### config.mk
export PLATFORM = sky130hd
export DESIGN_NAME = seq_divider
export DESIGN_NICKNAME = d
export VERILOG_FILES = /design/src/rtl/div_pkg.sv /design/src/rtl/div_step.sv /design/src/rtl/seq_divider.sv
export SDC_FILE = /design/constraint.sdc
export NUM_CORES = 1
export LEC_CHECK = 0
export CORE_MARGIN = 5
export CORE_UTILIZATION = 33
export CTS_BUF_LIST = sky130_fd_sc_hd__clkbuf_8
export DETAILED_ROUTE_END_ITERATION = 7
export GPL_ROUTABILITY_DRIVEN = 0
export REMOVE_ABC_BUFFERS = 1
export SYNTH_ARGS = -nofsm -noshare
export SYNTH_HDL_FRONTEND = slang
export SYNTH_SLANG_ARGS = --single-unit
### constraint.sdc
create_clock -name clk -period 2.36 [get_ports clk]
set_input_delay 0.472 -clock clk [delete_from_list [all_inputs] [get_ports clk]]
set_output_delay 0.472 -clock clk [all_outputs]
set_load 0.02 [all_outputs]
### src/rtl/div_pkg.sv
// div_pkg: shared types and constants for the sequential restoring divider.
//   div_state_t   - FSM state encoding (IDLE, CALC, FINISH)
//   DIV_DEFAULT_W - default operand width
package div_pkg;

    typedef enum logic [1:0] {
        IDLE   = 2'd0,
        CALC   = 2'd1,
        FINISH = 2'd2
    } div_state_t;

    localparam int DIV_DEFAULT_W = 8;

endpackage

### src/rtl/div_step.sv
// div_step: one combinational restoring-division step.
// Shifts {R,Q} left by one, trial-subtracts D from the shifted R and sets
// the new quotient LSB from whether the subtraction stayed non-negative.
// Ports:
//   i_r [W:0]   partial remainder
//   i_q [W-1:0] dividend/quotient shift register
//   i_d [W-1:0] divisor
//   o_r [W:0]   next partial remainder
//   o_q [W-1:0] next quotient shift register
module div_step #(
    parameter int W = 8
) (
    input  logic [W:0]   i_r,
    input  logic [W-1:0] i_q,
    input  logic [W-1:0] i_d,
    output logic [W:0]   o_r,
    output logic [W-1:0] o_q
);

    logic [W:0]   w_rs;
    logic [W+1:0] w_diff;
    logic         w_neg;
    logic         w_unused_rtop;

    // R stays below D between steps, so its top bit is always 0 and the
    // shift simply drops it.
    assign w_unused_rtop = i_r[W];

    assign w_rs   = {i_r[W-1:0], i_q[W-1]};
    // One extra bit so the borrow shows up as a sign bit.
    assign w_diff = {1'b0, w_rs} - {2'b00, i_d};
    assign w_neg  = w_diff[W+1];

    assign o_r = w_neg ? w_rs : w_diff[W:0];
    assign o_q = {i_q[W-2:0], ~w_neg};

endmodule

### src/rtl/seq_divider.sv
// seq_divider: unsigned W-bit sequential restoring divider, one quotient
// bit per clock. W+1 cycles from accept to Done (1 cycle for divide by 0).
// Ports:
//   clk, reset_n          clock, synchronous active-low reset
//   start                 request, sampled only while idle
//   Dividend, Divisor     operands, captured on the accepting edge
//   Quotient, Remainder   registered results, held until the next result
//   Done                  result valid until the next accepted start
//   Busy                  operation in progress
//   DivByZero             last result came from a zero divisor
module seq_divider
    import div_pkg::*;
#(
    parameter int W = DIV_DEFAULT_W
) (
    input  logic         clk,
    input  logic         reset_n,
    input  logic         start,
    input  logic [W-1:0] Dividend,
    input  logic [W-1:0] Divisor,
    output logic [W-1:0] Quotient,
    output logic [W-1:0] Remainder,
    output logic         Done,
    output logic         Busy,
    output logic         DivByZero
);

    localparam int CW = $clog2(W + 1);

    div_state_t   r_state, w_next;
    logic [W:0]   r_r;
    logic [W-1:0] r_q, r_d;
    logic [CW-1:0] r_cnt;
    logic         r_dz;
    logic [W-1:0] r_quot, r_rem;
    logic         r_done, r_dbz;
    logic [W:0]   w_r_nxt;
    logic [W-1:0] w_q_nxt;

    div_step #(.W(W)) u_step (
        .i_r (r_r),
        .i_q (r_q),
        .i_d (r_d),
        .o_r (w_r_nxt),
        .o_q (w_q_nxt)
    );

    always_ff @(posedge clk) begin
        if (!reset_n) r_state <= IDLE;
        else          r_state <= w_next;
    end

    always_comb begin
        w_next = r_state;
        case (r_state)
            IDLE:    if (start) w_next = (Divisor == '0) ? FINISH : CALC;
            // cnt==1 here means this edge performs the last of W steps
            CALC:    if (r_cnt == CW'(1)) w_next = FINISH;
            FINISH:  w_next = IDLE;
            default: w_next = IDLE;
        endcase
    end

    always_ff @(posedge clk) begin
        if (!reset_n) begin
            r_r    <= '0;
            r_q    <= '0;
            r_d    <= '0;
            r_cnt  <= '0;
            r_dz   <= 1'b0;
            r_quot <= '0;
            r_rem  <= '0;
            r_done <= 1'b0;
            r_dbz  <= 1'b0;
        end else begin
            case (r_state)
                IDLE: begin
                    if (start) begin
                        // r_q doubles as the latched dividend for the
                        // divide-by-zero result, since no steps run then.
                        r_r    <= '0;
                        r_q    <= Dividend;
                        r_d    <= Divisor;
                        r_cnt  <= CW'(W);
                        r_dz   <= (Divisor == '0);
                        r_done <= 1'b0;
                        r_dbz  <= 1'b0;
                    end
                end
                CALC: begin
                    r_r   <= w_r_nxt;
                    r_q   <= w_q_nxt;
                    r_cnt <= r_cnt - CW'(1);
                end
                FINISH: begin
                    if (r_dz) begin
                        r_quot <= '1;
                        r_rem  <= r_q;
                        r_dbz  <= 1'b1;
                    end else begin
                        r_quot <= r_q;
                        r_rem  <= r_r[W-1:0];
                    end
                    r_done <= 1'b1;
                end
                default: ;
            endcase
        end
    end

    assign Quotient  = r_quot;
    assign Remainder = r_rem;
    assign Done      = r_done;
    assign DivByZero = r_dbz;
    assign Busy      = (r_state != IDLE);

endmodule

==> results of run 1 <==
-- flip-flops by register name (all words and copies together) (netlist names) --
signal and cells:
Done 1, r_dz 1, Quotient 8, r_q 8
DivByZero 1, r_state 2, r_r 8, r_cnt 4
Remainder 8, r_d 8
-- per-stage QoR --
step	setup slack, ns	hold slack [ns]	power, W	std cells	cell area [um^2]
2_1_floorplan	0.2850	0.4434	0.001411	275	2430
3_3_place_gp	0.2633	0.4550	0.001620	421	3014
3_5_place_dp	0.1631	0.4604	0.001628	421	3014
4_1_cts	0.2484	0.4734	0.002149	429	3108
5_1_grt	0.08044	0.4956	0.002256	429	3108
6_report	0.2661	0.4690	0.002124	429	3108
-- logic make-up (layout without fill, tap and decap cells) --
kind of cell / count (synthesis) / in the layout / synth area share, %
buffers and inverters: 34 / 69 / 5.426
AO/OA/AOI/OAI: 73 / 73 / 22.75
AND/OR/NAND/NOR: 109 / 109 / 19.66
flip-flops: 49 / 49 / 39.02
XOR/XNOR: 5 / 5 / 1.742
multiplexers: 14 / 14 / 5.624
adder cells (fa/ha/maj): 11 / 11 / 5.774
-- worst max-delay path, stage by stage (launching register included) --
cell and delay (ns):
dfxtp_1 0.35, inv_1 0.08, ha_1 0.15, inv_1 0.05, fa_1 0.40, a211oi_1 0.31
o21bai_1 0.13, a21oi_1 0.18, xnor2_1 0.09, a31o_2 0.24
-- worst paths after layout --
kind | cells past startpoint | from | slack (ns) | endpoint
max | 9 | r_q[7]$_SDFFE_PN0P_ | 0.27 | r_r[6]$_SDFFE_PN0P_
min reg2reg | 2 | r_d[1]$_SDFFE_PN0P_ | 0.47 | r_d[1]$_SDFFE_PN0P_
min | 2 | r_d[1]$_SDFFE_PN0P_ | 0.47 | r_d[1]$_SDFFE_PN0P_
max reg2reg | 9 | r_q[7]$_SDFFE_PN0P_ | 0.27 | r_r[6]$_SDFFE_PN0P_
-- power by group through the flow --
stage / Sequential (W) / Combinational (W) / Clock [W]
floorplan: 0.000994 / 0.000417 / 0
global placement: 0.000979 / 0.000641 / 0
detailed placement: 0.000980 / 0.000648 / 0
CTS: 0.000961 / 0.000652 / 0.000536
global route: 0.000971 / 0.000714 / 0.000571
finish: 0.000960 / 0.000646 / 0.000518
-- cell usage after synthesis (2+ instances only) --
cell,n
nand2b_1,2
o211ai_1,2
a211oi_1,3
inv_1,14
ha_1,10
o221a_2,8
clkbuf_1,16
nand2_1,49
or4_1,2
dfxtp_1,49
mux2i_1,13
buf_1,2
a22oi_1,2
nand3_1,2
a21oi_1,17
xor2_1,4
a21boi_0,9
nor2_1,27
nor2b_1,14
o211a_1,16
and2_1,4
o21ai_0,6
nand4_1,3
-- cell type report --
type | count | area (um^2)
flip-flops and latches | 49 | 980.9
fillers | 744 | 4223
inverters | 14 | 52.55
well taps | 99 | 123.9
multi-input cells | 212 | 1399
clock buffers | 5 | 68.82
repair buffers | 47 | 457.9
clock inverters | 3 | 25.02
-- per-layer routing --
| layer | global-route usage (%) | part of all wire (%) | routed length [um] | vias up |
|---|---|---|---|---|
| met5 | 0 | 0 | 0 | - |
| met4 | 4.899 | 1.9 | 115 | 0 |
| met3 | 2.584 | 3.1 | 181 | 11 |
| met2 | 21.18 | 48 | 2849 | 33 |
| met1 | 15.32 | 47 | 2756 | 997 |
| li1 | - | - | - | 1095 |
==> results.md, run 1 <==
* Clock Sinks at 49
* Post-synth EDFFs at 0
* Critical Path AT at 2.30 ns
* CTS clk-pin slew, worst paths at 0.09 ns
* Syn Inst Count at 295
* Crit Path Max Fanout at 4
* # rows at 31
* Ports at 38
* Final setup TNS at 0 ns
* Library cells used by synthesis at 44
* WP data required at 2.57 ns
* P_sw at 0.0007061 W
* Largest net degree at the start of global routing at 31
* RSZ-0062 raised after global routing: no
* Initial antenna violation count at 0
* Initial core utilization at 34.29%
* Top_reg_cell synth: dfxtp_1
* Core Region at 7331 um^2
* Synth warn at 0
* Total GRT Usage at 12.44%
* Latest clock arrival within the worst-skew pair at 0.31 ns
* Share of layout cells above drive strength 1 at 9.394%
* Antenna viol nets, final at 0
* Routed WL per cell at 13.76 um
* Total wire length at 5903 um
* Commonest cells after routing, fill and taps aside: 49 x dfxtp_1, 49 x nand2_1, 37 x clkdlybuf4s50_1, 27 x nor2_1, 17 x a21oi_1
* Fin crit period at 2.094 ns
* Worst vdd ir at 316.7 uV
* Register area share after synthesis at 39.02%
* Sw Share at 33.25%
* Max Buffers Root-to-Sink at 2
* Cell taking the most area after synthesis: dfxtp_1
* Syn avg cell area at 8.521 um^2
* Seq cells post-synth at 49
* Setup Viol. Count Final at 0
* Asr flop ratio synth at 0%
* Clk_skew at 0.01046 ns
* Synth Cell Area at 2514 um^2
* Vias in the first global route at 2013
* CP startpoint kind: flop
* Cell internal pwr at 0.001417 W
* Layout Nets at 359
* Power density of the placed cells at 683.3 nW/um^2
* Via-to-Cell Ratio at 4.979
* WS Path Type: reg2reg
* Post_cts resized at 0
* Antenna fix cells at 0
* Worst hold path type: reg2reg
* Root buf cell: clkbuf_8
* Cts bufs inserted at 5
* Clock share of power at 24.4%
* Fin util at 42.40%
* CTS tree: yes
* First-pass GRT wire length at 9811 um
* Fin. max-slew vios at 0
* Worst-margin pin slew at 0.7711 ns
* Lkg Pwr at 1.338 nW
* Synth top area share at 39.02%
* Area contributors post-synth: dfxtp_1 39%, nand2_1 7.3%, o211a_1 6.4%
* Dpl hpwl at 4398 um
* CP Capture Type: flop
* Period utilisation layout at 88.72%
* P&R area growth vs syn at 23.64%
* Comb power frac at 30.4%
* Die width at 97.28 um
* Port bufs at 37
* First DRT Iteration DRCs at 72
* Max cap viols at 0
* Die height at 97.28 um
* Grt ovf at 0
* Die area at 9462 um^2
* Status: finished clean
* Final hold vios at 0
* Slew margin rel. at 48.52%
* Post-route DRC at 0
* H-tree depth reported by CTS at 2
* Total setup buffers inserted after CTS at 0
* Sequential power share at 45.2%
* DR pass1 iterations at 4
* Total number of vias at 2136
* Cts hold-fix bufs at 0
* Max Freq at 477.6 MHz
(Power assumes the default switching activity.)
==> inputs of run 2 (changes only) <==
Settings changed: CTS_BUF_LIST sky130_fd_sc_hd__clkbuf_8 to sky130_fd_sc_hd__clkbuf_16.
==> results.md, run 2 (synthesis results as in run 1) <==
* WS Path Type: reg2reg
* Via-to-Cell Ratio at 4.970
* Share of layout cells above drive strength 1 at 9.394%
* Core Region at 7331 um^2
* Worst-margin pin slew at 0.7932 ns
* Critical path's slowest cell: fa_1
* WP buf/inv at 2
* Cts hold-fix bufs at 0
* Layout Nets at 359
* Fin util at 43.16%
* Placement Setup Slack at 0.1631 ns
* Initial core utilization at 34.29%
* WP data required at 2.54 ns
* First-pass GRT wire length at 9798 um
* Clock Sinks at 49
* Grt ovf at 0
* Hold path cells at 2
* CP startpoint kind: flop
* Crit Path Max Fanout at 4
* Routed WL per cell at 13.93 um
* Final hold vios at 0
* First DRT Iteration DRCs at 68
* CP Cell Sequence: inv_1, ha_1, inv_1, fa_1, a211oi_1, o21bai_1, a21oi_1, xnor2_1, a31o_2
* Setup Viol. Count Final at 0
* Final setup TNS at 0 ns
* Period utilisation layout at 90.91%
* Area after DPL at 3014 um^2
* Fin crit period at 2.145 ns
* Power density of the placed cells at 738.1 nW/um^2
* Worst-case reg-to-reg path depth at 9
* Root buf cell: clkbuf_16
* Reg2reg start: r_q[7]$_SDFFE_PN0P_
* Worst vdd ir at 303.6 uV
* Antenna viol nets, final at 0
* Setup ws final at 0.2145 ns
* Commonest cells after routing, fill and taps aside: 49 x dfxtp_1, 49 x nand2_1, 37 x clkdlybuf4s50_1, 27 x nor2_1, 17 x a21oi_1
* # rows at 31
* Critical hold path startpoint: r_d[1]$_SDFFE_PN0P_
* Initial antenna violation count at 0
* Total setup buffers inserted after CTS at 0
* Max cap viols at 0
* Design area at 3164 um^2
* Post_cts resized at 0
* Max Freq at 466.1 MHz
* P&R area growth vs syn at 25.88%
* Largest net degree at the start of global routing at 31
* Most frequent CP cell: inv_1
* Vias in the first global route at 2005
* RSZ-0062 raised after global routing: no
* CTS clk-pin slew, worst paths at 0.06 ns
* Die width at 97.28 um
* Die area at 9462 um^2
* Dpl hpwl at 4398 um
* Total number of vias at 2132
* Max incr delay on CP at 0.40 ns
* CP Capture Type: flop
* Latest clock arrival within the worst-skew pair at 0.29 ns
* Worst hold slack at 0.4655 ns
* Die height at 97.28 um
* Antenna fix cells at 0
* Port bufs at 37
* Critical Path AT at 2.33 ns
* Worst hold path type: reg2reg
* Cts bufs inserted at 5
* Max Buffers Root-to-Sink at 2
* R2R Path End: r_r[6]$_SDFFE_PN0P_
* Reg2Reg Setup Slack at 0.21 ns
* Slew margin rel. at 47.05%
* Post-route DRC at 0
* CTS tree: yes
* Crit path max-delay family: compound AO/OA/AOI/OAI gates
* Total wire length at 5975 um
* DR pass1 iterations at 4
* H-tree depth reported by CTS at 2
* Clk_skew at 0.007723 ns
* Total GRT Usage at 12.47%
* Hold endpoint: r_d[1]$_SDFFE_PN0P_
* Status: finished clean
* Lkg Pwr at 1.364 nW
* Fin. max-slew vios at 0
* Ports at 38
==> run 2: cell counts in the layout (fill, tap and decap cells not counted) <==
Identical to the previous run, type by type.
==> run 2: cell type report <==
cell class                      count  area [um^2]
Clock buffer                        5        125.1
Inverter                           14        52.55
Fill cell                         741         4167
Multi-Input combinational cell    212         1399
Clock inverter                      3        25.02
Timing Repair Buffer               47        457.9
Sequential cell                    49        980.9
Tap cell                           99        123.9
==> run 2: how the worst max path moves through the flow <==
stage	cells past startpoint	end	startpoint	slack, ns
CTS	9	r_r[6]$_SDFFE_PN0P_	r_q[7]$_SDFFE_PN0P_	0.22
floorplan	3	Quotient[0]$_SDFFE_PN0P_	r_state[1]$_SDFFE_PN0P_	0.29
global placement	6	r_r[6]$_SDFFE_PN0P_	start	0.26
finish	9	r_r[6]$_SDFFE_PN0P_	r_q[7]$_SDFFE_PN0P_	0.21
global route	9	r_r[6]$_SDFFE_PN0P_	r_q[7]$_SDFFE_PN0P_	0.11
detailed placement	5	r_state[1]$_SDFFE_PN0P_	Divisor[4]	0.16
==> run 2: per-stage QoR <==
stage,instances,power [W]
6_report,429,0.002335
5_1_grt,429,0.002464
4_1_cts,429,0.002357
3_5_place_dp,421,0.001628
3_3_place_gp,421,0.001620
2_1_floorplan,275,0.001411
==> run 2: metal layers <==
metal / part of all wire [%] / track usage, % / up-vias
met5: 0 / 0 / -
met4: 1.8 / 4.260 / 0
met3: 4.4 / 3.015 / 10
met2: 49 / 21.13 / 44
met1: 45 / 15.46 / 985
li1: - / - / 1093
==> run 2: power by group <==
| group | internal, W | switching, W | total (W) |
|---|---|---|---|
| Sequential | 0.000899 | 0.0000612 | 0.000960 |
| Combinational | 0.000304 | 0.000346 | 0.000650 |
| Clock | 0.000399 | 0.000327 | 0.000725 |
| Total | 0.00160 | 0.000733 | 0.00234 |
==> run 2: tightest hold or removal path: cells and delay by family, from the launching register on <==
family / cells / cell delay [ns]
and+or+nand+nor: 1 / 0.05
AOI/OAI and AO/OA: 1 / 0.06
DFF: 1 / 0.31
